--- config.mk ---
export PLATFORM = sky130hd
export DESIGN_NAME = nfca_rx_tobytes_flat
export DESIGN_NICKNAME = d
export VERILOG_FILES = /design/src/rtl/nfca_rx_tobytes_pkg.sv /design/src/rtl/nfca_rx_tobytes_if.sv /design/src/rtl/nfca_rx_tobytes.sv /design/src/flat_wrapper.sv
export SDC_FILE = /design/constraint.sdc
export NUM_CORES = 1
export LEC_CHECK = 0
export ABC_AREA = 1
export BUFFER_PORTS_ARGS = -buffer_cell sky130_fd_sc_hd__buf_4
export CORE_UTILIZATION = 52
export DETAILED_ROUTE_END_ITERATION = 8
export GPL_ROUTABILITY_DRIVEN = 0
export PLACE_DENSITY = 0.75
export SLEW_MARGIN = 10
export SYNTH_ARGS = -nofsm -noshare
export SYNTH_HDL_FRONTEND = slang
export SYNTH_SLANG_ARGS = --single-unit
--- constraint.sdc ---
create_clock -name clk -period 2.1 [get_ports clk]
set_clock_uncertainty 0.05 [all_clocks]
set_input_delay 0.315 -clock clk [delete_from_list [all_inputs] [get_ports clk]]
set_output_delay 0.315 -clock clk [all_outputs]
set_load 0.02 [all_outputs]
--- src/rtl/nfca_rx_tobytes_pkg.sv ---
// Shared ISO14443-A PICC receive definitions: FSM encodings, group geometry and parity sense.
// Kept in step with the PCD-side tx framer, which builds groups with the same rules.
package nfca_rx_tobytes_pkg;

  typedef enum logic [1:0] {
    ST_IDLE = 2'd0,
    ST_RECV = 2'd1,
    ST_DONE = 2'd2
  } state_e;

  localparam int   NFCA_BITS_PER_GROUP = 9;
  localparam logic NFCA_PARITY_ODD     = 1'b1;

  // Bit position of the parity bit inside a group; data occupies 0..PARITY_POS-1.
  localparam logic [3:0] PARITY_POS = 4'(NFCA_BITS_PER_GROUP - 1);

  function automatic logic parity_ok(input logic [7:0] data, input logic par);
    return (^{data, par}) == NFCA_PARITY_ODD;
  endfunction

endpackage

--- src/rtl/nfca_rx_tobytes_if.sv ---
// Bit-stream input and byte/end-of-frame output bundle between the bit slicer side and the frame buffer.
// The slave modport is the byte collector; the master modport is whoever drives bits and consumes bytes.
interface nfca_rx_tobytes_if;

  logic       rx_on;
  logic       rx_bit_en;
  logic       rx_bit;
  logic       rx_end;
  logic       rx_end_col;
  logic       rx_end_err;
  logic       rx_byte_en;
  logic [7:0] rx_byte;
  logic       rx_tend;
  logic [2:0] rx_tbits;
  logic       rx_tend_col;
  logic       rx_tend_err;

  modport slave (
    input  rx_on, rx_bit_en, rx_bit, rx_end, rx_end_col, rx_end_err,
    output rx_byte_en, rx_byte, rx_tend, rx_tbits, rx_tend_col, rx_tend_err
  );

  modport master (
    output rx_on, rx_bit_en, rx_bit, rx_end, rx_end_col, rx_end_err,
    input  rx_byte_en, rx_byte, rx_tend, rx_tbits, rx_tend_col, rx_tend_err
  );

endinterface

--- src/rtl/nfca_rx_tobytes.sv ---
// Packs the LSB-first PICC bit stream into 8+odd-parity groups, emits bytes and an end-of-frame report.
// All outputs registered, one cycle after the causing strobe; no backpressure, strobes are fire-and-forget.
module nfca_rx_tobytes
  import nfca_rx_tobytes_pkg::*;
#(
  parameter int MAX_BYTES = 64
) (
  input  logic               clk,
  input  logic               rstn,
  nfca_rx_tobytes_if.slave   rx
);

  localparam int              BCW       = $clog2(MAX_BYTES + 1);
  localparam logic [BCW-1:0]  BYTES_MAX = BCW'(MAX_BYTES);

  state_e          state_q, state_d;
  logic [3:0]      bitcnt_q, bitcnt_d;
  logic [BCW-1:0]  bytecnt_q, bytecnt_d;
  logic [7:0]      shreg_q, shreg_d;

  logic            byte_en_q, byte_en_d;
  logic [7:0]      byte_q, byte_d;
  logic            tend_q, tend_d;
  logic [2:0]      tbits_q, tbits_d;
  logic            tend_col_q, tend_col_d;
  logic            tend_err_q, tend_err_d;

  always_comb begin
    state_d    = state_q;
    bitcnt_d   = bitcnt_q;
    bytecnt_d  = bytecnt_q;
    shreg_d    = shreg_q;
    byte_en_d  = 1'b0;
    byte_d     = 8'h00;
    tend_d     = 1'b0;
    tbits_d    = 3'd0;
    tend_col_d = 1'b0;
    tend_err_d = 1'b0;

    if (!rx.rx_on) begin
      state_d   = ST_IDLE;
      bitcnt_d  = 4'd0;
      bytecnt_d = '0;
      shreg_d   = 8'h00;
    end else begin
      unique case (state_q)
        ST_IDLE, ST_RECV: begin
          if (rx.rx_end) begin
            // End wins over a coincident bit; any pending bits go out as a final byte.
            state_d    = ST_DONE;
            tend_d     = 1'b1;
            tend_col_d = rx.rx_end_col;
            tend_err_d = rx.rx_end_err;
            if (bitcnt_q != 4'd0) begin
              byte_en_d = 1'b1;
              byte_d    = shreg_q;
              if (bitcnt_q == PARITY_POS) begin
                tend_col_d = rx.rx_end_col;
                tend_err_d = !rx.rx_end_col;
              end else begin
                tbits_d = bitcnt_q[2:0];
              end
            end
          end else if (rx.rx_bit_en) begin
            if (bytecnt_q == BYTES_MAX) begin
              state_d    = ST_DONE;
              tend_d     = 1'b1;
              tend_err_d = 1'b1;
            end else if (bitcnt_q != PARITY_POS) begin
              state_d                 = ST_RECV;
              shreg_d[bitcnt_q[2:0]]  = rx.rx_bit;
              bitcnt_d                = bitcnt_q + 4'd1;
            end else if (parity_ok(shreg_q, rx.rx_bit)) begin
              // shreg is cleared so a later partial byte carries zeros above its last bit.
              byte_en_d = 1'b1;
              byte_d    = shreg_q;
              bitcnt_d  = 4'd0;
              shreg_d   = 8'h00;
              if (bytecnt_q != BYTES_MAX) bytecnt_d = bytecnt_q + BCW'(1);
            end else begin
              state_d    = ST_DONE;
              tend_d     = 1'b1;
              tend_err_d = 1'b1;
            end
          end
        end
        ST_DONE: ;
        default: state_d = ST_IDLE;
      endcase
    end
  end

  always_ff @(posedge clk or negedge rstn) begin
    if (!rstn) begin
      state_q    <= ST_IDLE;
      bitcnt_q   <= 4'd0;
      bytecnt_q  <= '0;
      shreg_q    <= 8'h00;
      byte_en_q  <= 1'b0;
      byte_q     <= 8'h00;
      tend_q     <= 1'b0;
      tbits_q    <= 3'd0;
      tend_col_q <= 1'b0;
      tend_err_q <= 1'b0;
    end else begin
      state_q    <= state_d;
      bitcnt_q   <= bitcnt_d;
      bytecnt_q  <= bytecnt_d;
      shreg_q    <= shreg_d;
      byte_en_q  <= byte_en_d;
      byte_q     <= byte_d;
      tend_q     <= tend_d;
      tbits_q    <= tbits_d;
      tend_col_q <= tend_col_d;
      tend_err_q <= tend_err_d;
    end
  end

  assign rx.rx_byte_en  = byte_en_q;
  assign rx.rx_byte     = byte_q;
  assign rx.rx_tend     = tend_q;
  assign rx.rx_tbits    = tbits_q;
  assign rx.rx_tend_col = tend_col_q;
  assign rx.rx_tend_err = tend_err_q;

endmodule

--- src/flat_wrapper.sv ---
// flat-port wrapper written by rule: the top's interface ports become plain ports
module nfca_rx_tobytes_flat import nfca_rx_tobytes_pkg::*;
#(
  parameter int MAX_BYTES = 64
)
  (clk, rstn, rx_rx_on, rx_rx_bit_en, rx_rx_bit, rx_rx_end, rx_rx_end_col, rx_rx_end_err, rx_rx_byte_en, rx_rx_byte, rx_rx_tend, rx_rx_tbits, rx_rx_tend_col, rx_rx_tend_err);
  nfca_rx_tobytes_if rx_i ();
  input  logic clk;
  input  logic rstn;
  input wire logic [$bits(rx_i.rx_on)-1:0] rx_rx_on;
  input wire logic [$bits(rx_i.rx_bit_en)-1:0] rx_rx_bit_en;
  input wire logic [$bits(rx_i.rx_bit)-1:0] rx_rx_bit;
  input wire logic [$bits(rx_i.rx_end)-1:0] rx_rx_end;
  input wire logic [$bits(rx_i.rx_end_col)-1:0] rx_rx_end_col;
  input wire logic [$bits(rx_i.rx_end_err)-1:0] rx_rx_end_err;
  output wire logic [$bits(rx_i.rx_byte_en)-1:0] rx_rx_byte_en;
  output wire logic [$bits(rx_i.rx_byte)-1:0] rx_rx_byte;
  output wire logic [$bits(rx_i.rx_tend)-1:0] rx_rx_tend;
  output wire logic [$bits(rx_i.rx_tbits)-1:0] rx_rx_tbits;
  output wire logic [$bits(rx_i.rx_tend_col)-1:0] rx_rx_tend_col;
  output wire logic [$bits(rx_i.rx_tend_err)-1:0] rx_rx_tend_err;
  assign rx_i.rx_on = rx_rx_on;
  assign rx_i.rx_bit_en = rx_rx_bit_en;
  assign rx_i.rx_bit = rx_rx_bit;
  assign rx_i.rx_end = rx_rx_end;
  assign rx_i.rx_end_col = rx_rx_end_col;
  assign rx_i.rx_end_err = rx_rx_end_err;
  assign rx_rx_byte_en = rx_i.rx_byte_en;
  assign rx_rx_byte = rx_i.rx_byte;
  assign rx_rx_tend = rx_i.rx_tend;
  assign rx_rx_tbits = rx_i.rx_tbits;
  assign rx_rx_tend_col = rx_i.rx_tend_col;
  assign rx_rx_tend_err = rx_i.rx_tend_err;
  nfca_rx_tobytes #(.MAX_BYTES(MAX_BYTES)) u_core (.clk(clk), .rstn(rstn), .rx(rx_i));
endmodule
==> impl_metrics.env, run 1 <==
export IMPL_ys_seq_area_share_pct=42.45
export IMPL_ant_nets=0
export IMPL_yosysUniqueCellTypes=34
export IMPL_area_growth_pct=24.94
export IMPL_clk_latency_ps=290
export IMPL_drt_iter0_markers=117
export IMPL_yosys_warnings=0
export IMPL_avgSynthCellArea_um2=7.552
export IMPL_drive_above_1_share_pct=25.16
export IMPL_antenna_cells=0
export IMPL_max_stage_delay_ps=410
export IMPL_cp_arrival_ps=2220
export IMPL_clk_pin_slew_ps=80
export IMPL_grt_pass1_wl_um=8259
export IMPL_async_flop_share_pct=100.0
export IMPL_hold_path_depth=3
export IMPL_timing_final_crit_share_pct=97.06
export IMPL_place_inst=355
export IMPL_finalInstanceArea_um2=2651
export IMPL_syn_cell_area_um2=2122
export IMPL_crit_slowest_cell="dfrtp_1"
export IMPL_clock_sinks=36
export IMPL_required_ps=2280
export IMPL_synth_area_leader_cell="dfrtp_1"
export IMPL_p_per_area_nw_per_um2=599.3
export IMPL_hold_violations=0
export IMPL_worstSetupStartpointType="register"
export IMPL_min_path_type="in -> reg"
export IMPL_final_common_cell="nand2_1"
export IMPL_syn_instance_count=281
export IMPL_htreeDepth=2
export IMPL_crit_family="simple AND/OR/NAND/NOR gates"
export IMPL_antenna_found_initial=0
export IMPL_crit_buf_inv=2
export IMPL_cts_root_buf="clkbuf_8"
export IMPL_std_cell_rows=22
export IMPL_ios=23
export IMPL_tightest_slew_ps=597.5
export IMPL_slew_violations=0
export IMPL_die_area_um2=4340
export IMPL_chipWidth_um=65.88
export IMPL_reg2regPathDepth=12
export IMPL_grt_start_max_net_pins=37
export IMPL_cp_end_kind="register"
export IMPL_synth_flop_cell="dfrtp_1"
export IMPL_synth_top_area_share_pct=42.45
export IMPL_cp_depth=12
export IMPL_slew_headroom_pct=59.90
export IMPL_p_leak_nw=1.427
export IMPL_most_common_layout_cells="nand2_1, buf_4, dfrtp_1, nor2_1, nand3_1"
export IMPL_num_vias=1997
export IMPL_critical_path_max_fanout=4
export IMPL_instances_no_fill=370
export IMPL_setup_viol=0
export IMPL_coreArea_um2=3799
export IMPL_max_cap_violations=0
export IMPL_worst_setup_path_type="reg -> reg"
export IMPL_routed_wl_um=4822
export IMPL_fmax_mhz=490.6
export IMPL_clock_path_buffers=2
export IMPL_drc=0
export IMPL_cts_tree="built"
export IMPL_nets=334
export IMPL_dpl_cell_area_um2=2395
export IMPL_cpMostUsedCell="nand2_2"
export IMPL_wl_per_cell_um=13.03
export IMPL_vdd_drop_max_v=0.0005483
export IMPL_first_pass_iters=4
export IMPL_portBuffers=22
export IMPL_cts_made_buffers=5
export IMPL_yosys_top_cells_area="dfrtp_1, nand2_1, nand3_1"
export IMPL_viasPerCell=5.397
export IMPL_die_height_um=65.88
export IMPL_crit_chain="xor2_2, or2_4, nand2_2, nand2_2, nand2_2, ha_4, inv_4, nor2_4, a21oi_4, clkbuf_16, nand4_1, nand2_1"
export IMPL_dp_hpwl_um=3323
export IMPL_synth_edf_count=0
export IMPL_rsz0062_at_grt="true"
export IMPL_synth_seq_cells=36
export IMPL_fin_crit_ps=2038
export IMPL_r2r_slack_ps=60
export IMPL_start_util_pct=55.86
export IMPL_syn_nets=294
export IMPL_grt_usage_pct=25.17
export IMPL_grt_overflow=0
export IMPL_grt_pass1_vias=1876
export IMPL_status="complete, no violations"
export IMPL_n_fill_cell=295
==> state kept, by name, indices dropped and copies added (netlist names) <==
register	flops
u_core.shreg_q	8
u_core.state_q	2
u_core.rx.rx_tend_err	1
u_core.rx.rx_tend_col	1
u_core.rx.rx_byte	8
u_core.rx.rx_tbits	3
u_core.rx.rx_byte_en	1
u_core.bytecnt_q	7
u_core.rx.rx_tend	1
u_core.bitcnt_q	4
==> final timing paths <==
kind                                   startpoint                    end
worst max-delay path            u_core.shreg_q[0]      u_core.shreg_q[7]
max in group asynchronous                    rstn   u_core.rx.rx_byte[0]
worst max register to register  u_core.shreg_q[0]      u_core.shreg_q[7]
worst min-delay path                rx_rx_end_col  u_core.rx.rx_tend_col
worst min register to register  u_core.state_q[0]      u_core.state_q[0]
min in group asynchronous                    rstn      u_core.shreg_q[1]
==> synthesized netlist by cell type (2+ instances only) <==
cell type	n
inv_1	28
buf_6	2
nand3_4	2
o21ai_1	2
nor2_2	2
nor2_1	34
buf_2	2
dfrtp_1	36
ha_1	5
a21oi_1	3
nand3_1	32
nor2_4	3
buf_4	2
nand2_1	83
xnor2_1	2
nand2_2	3
nand4_1	21
inv_2	3
==> timing repair <==
item / CTS / global route
setup endpoints to repair: 16 / 28
gates cloned: 0 / 1
hold buffers: 1 / 0
gates resized for setup: 4 / 15
hold endpoints to repair: 36 / 0
setup buffers: 0 / 5
pin swaps: 0 / 16
==> power by group <==
part | leakage, nW | switching, mW | internal, mW | total (mW)
clock network | 0.0541 | 0.270 | 0.352 | 0.622
registers | 0.497 | 0.0161 | 0.709 | 0.725
logic | 0.876 | 0.149 | 0.0931 | 0.242
==> layer usage <==
metal  track usage (%)  vias up  part of all wire (%)
met2             40.56       62                    47
met5                 0        -                     0
met1             31.70      929                    45
met4             11.96        0                   2.8
met3             5.517       16                   5.2
li1                  -      990                     -
==> cell families after synthesis <==
| family | after synthesis | synth area share, % |
|---|---|---|
| compound gates | 10 | 3.243 |
| xor+xnor | 3 | 1.238 |
| simple gates | 187 | 41.63 |
| flops | 36 | 42.45 |
| buf+inv | 40 | 8.490 |
| fa+ha+maj | 5 | 2.948 |
==> worst min-delay path, cell delays in order <==
cell,delay (ps)
buf_4,110
inv_1,40
nor2_1,40
==> metrics by stage <==
step	setup TNS [ps]	util [%]	setup WS, ps	hold WS (ps)	total power [mW]
floorplan	0	-	144.1	-30.59	0.8727
global placement	-14.74	63.04	-7.083	243.8	0.9442
detailed placement	-616.0	63.04	-64.99	250.1	0.9506
CTS	0	66.90	27.49	193.5	1.575
global route	-109.5	69.80	-41.34	199.3	1.655
finish	0	69.80	61.67	199.2	1.589
==> area by class of cell <==
type / instances / area [um^2] / area share [%]
repair buffers: 41 / 340.3 / 12.84
flip-flops and latches: 36 / 900.9 / 33.98
well taps: 48 / 60.06 / 2.265
multi-input cells: 205 / 1111 / 41.91
clock buffers: 5 / 68.82 / 2.596
inverters: 32 / 127.6 / 4.814
clock inverters: 3 / 42.54 / 1.605
Power figures use the tool's default switching activity.
==> inputs of run 2 (changes only) <==
Settings changed: CORE_ASPECT_RATIO set to 1.4.
==> impl_metrics.env, run 2 (synthesized netlist as in run 1, its figures left out) <==
export IMPL_power_total_mw=1.432
export IMPL_clk_pin_slew_ps=80
export IMPL_drive_above_1_share_pct=21.59
export IMPL_crit_chain="xnor2_1, or2_2, nand2_1, nand2_1, nand2_2, ha_4, inv_2, nor2_4, a21oi_4, buf_12, nand4_1, nand2_1"
export IMPL_wl_per_cell_um=13.01
export IMPL_timing_final_crit_share_pct=95.89
export IMPL_p_leak_nw=1.379
export IMPL_tightest_slew_ps=569.4
export IMPL_grt_usage_pct=22.65
export IMPL_num_vias=1929
export IMPL_setup_tns_ps=0
export IMPL_cts_root_buf="clkbuf_8"
export IMPL_grt_overflow=0
export IMPL_drt_iter0_markers=117
export IMPL_fin_crit_ps=2014
export IMPL_grt_pass1_wl_um=7872
export IMPL_critical_path_max_fanout=8
export IMPL_reg2reg_from="u_core.shreg_q[1]"
export IMPL_grt_pass1_vias=1862
export IMPL_drc=0
export IMPL_chipWidth_um=55.99
export IMPL_final_common_cell="nand2_1"
export IMPL_clock_sinks=36
export IMPL_grt_start_max_net_pins=37
export IMPL_grt_busiest_layer="met2"
export IMPL_antenna_cells=0
export IMPL_hold_path_endpoint="u_core.rx.rx_tend_col"
export IMPL_die_area_um2=4344
export IMPL_hold_violations=0
export IMPL_hold_path_depth=3
export IMPL_cts_tree="built"
export IMPL_switchingPower_mw=0.4066
export IMPL_vdd_drop_max_v=0.0005825
export IMPL_regToRegEndpoint="u_core.shreg_q[0]"
export IMPL_portBuffers=22
export IMPL_hp_start="rx_rx_end_col"
export IMPL_max_stage_delay_ps=390
export IMPL_fin_util_pct=64.53
export IMPL_max_cap_violations=0
export IMPL_routed_wl_um=4659
export IMPL_whs_ps=210.8
export IMPL_cp_end_kind="register"
export IMPL_globalRouteMet2Util_pct=43.81
export IMPL_ios=23
export IMPL_viasPerCell=5.388
export IMPL_crit_slowest_cell="dfrtp_1"
export IMPL_status="complete, no violations"
export IMPL_cp_arrival_ps=2180
export IMPL_r2r_slack_ps=90
export IMPL_antenna_found_initial=0
export IMPL_intPower_mw=1.025
export IMPL_fmax_mhz=496.6
export IMPL_slew_violations=0
export IMPL_nets=327
export IMPL_area_growth_pct=19.16
export IMPL_start_util_pct=54.15
export IMPL_combPwrFrac_pct=16.1
export IMPL_setup_viol=0
export IMPL_min_path_type="in -> reg"
export IMPL_die_height_um=77.59
export IMPL_htreeDepth=2
export IMPL_grt_use_met3_pct=3.667
export IMPL_clk_latency_ps=280
export IMPL_dp_hpwl_um=3408
export IMPL_cpMostUsedCell="nand2_1"
export IMPL_most_common_layout_cells="nand2_1, dfrtp_1, nor2_1, nand3_1, buf_4"
export IMPL_first_pass_iters=5
export IMPL_cts_made_buffers=5
export IMPL_reg2regPathDepth=12
export IMPL_required_ps=2270
export IMPL_p_per_area_nw_per_um2=566.3
export IMPL_p_clk_share_pct=33.5
export IMPL_ant_nets=0
export IMPL_coreArea_um2=3919
export IMPL_grt_use_met1_pct=23.88
export IMPL_clock_path_buffers=2
export IMPL_power_frac_seq_pct=50.5
export IMPL_slew_headroom_pct=61.78
export IMPL_switching_share_pct=28.40
export IMPL_worst_setup_path_type="reg -> reg"
export IMPL_worstSetupStartpointType="register"
export IMPL_std_cell_rows=27
==> run 2: area by class of cell <==
| type | count | area, um^2 |
|---|---|---|
| timing repair buffer | 34 | 270.3 |
| clock buffer | 5 | 68.82 |
| tap | 43 | 53.80 |
| clock inverter | 3 | 18.77 |
| inverter | 32 | 125.1 |
| sequential | 36 | 900.9 |
| multi-input combinational | 205 | 1091 |
| fill | 348 | 1390 |
==> run 2: stage by stage <==
step	instances	instance area (um^2)	worst slack [ps]
CTS	358	2496	34.77
floorplan	281	2122	144.1
global placement	348	2361	-65.80
detailed placement	348	2361	-91.25
finish	358	2529	86.23
global route	358	2529	-31.44
==> run 2: power groups by stage <==
stage	combinational, mW	sequential (mW)	clock, mW
5_1_grt	0.253	0.724	0.516
3_5_place_dp	0.211	0.736	0
2_1_floorplan	0.130	0.743	0
4_1_cts	0.220	0.722	0.486
3_3_place_gp	0.208	0.735	0
6_report	0.230	0.723	0.479
==> run 2: worst max path at each step <==
stage | start | end | slack, ps | cells after the start
after floorplan | u_core.shreg_q[0] | u_core.state_q[1] | 140 | 11
after global placement | rx_rx_bit | u_core.state_q[1] | -70 | 12
after detailed placement | rx_rx_bit | u_core.state_q[1] | -90 | 12
after CTS | u_core.shreg_q[0] | u_core.shreg_q[0] | 30 | 11
after global routing | u_core.shreg_q[1] | u_core.shreg_q[3] | -30 | 12
final | u_core.shreg_q[1] | u_core.shreg_q[0] | 90 | 12
==> run 2: critical path, delay by kind of cell (launching register included) <==
kind	cells	cell delay, ps
and+or+nand+nor	7	750
adders and majority gates	1	220
buffers and inverters	2	210
AOI/OAI and AO/OA	1	170
xor gates and xnor gates	1	150
DFF	1	390
==> run 2: what timing repair did <==
| action | 4_1_cts | 5_1_grt |
|---|---|---|
| pin swaps | 0 | 3 |
| endpoints found under the hold margin | 36 | 0 |
| endpoints found under the setup margin | 15 | 26 |
| buffers inserted | 1 | 0 |
| hold buffers | 1 | 0 |
| gates resized for setup | 3 | 9 |
==> run 2: per-layer routing <==
layer | wire [um] | share of wire (%)
met2 | 2515 | 54
met5 | 0 | 0
met4 | 80 | 1.7
met3 | 150 | 3.2
met1 | 1912 | 41
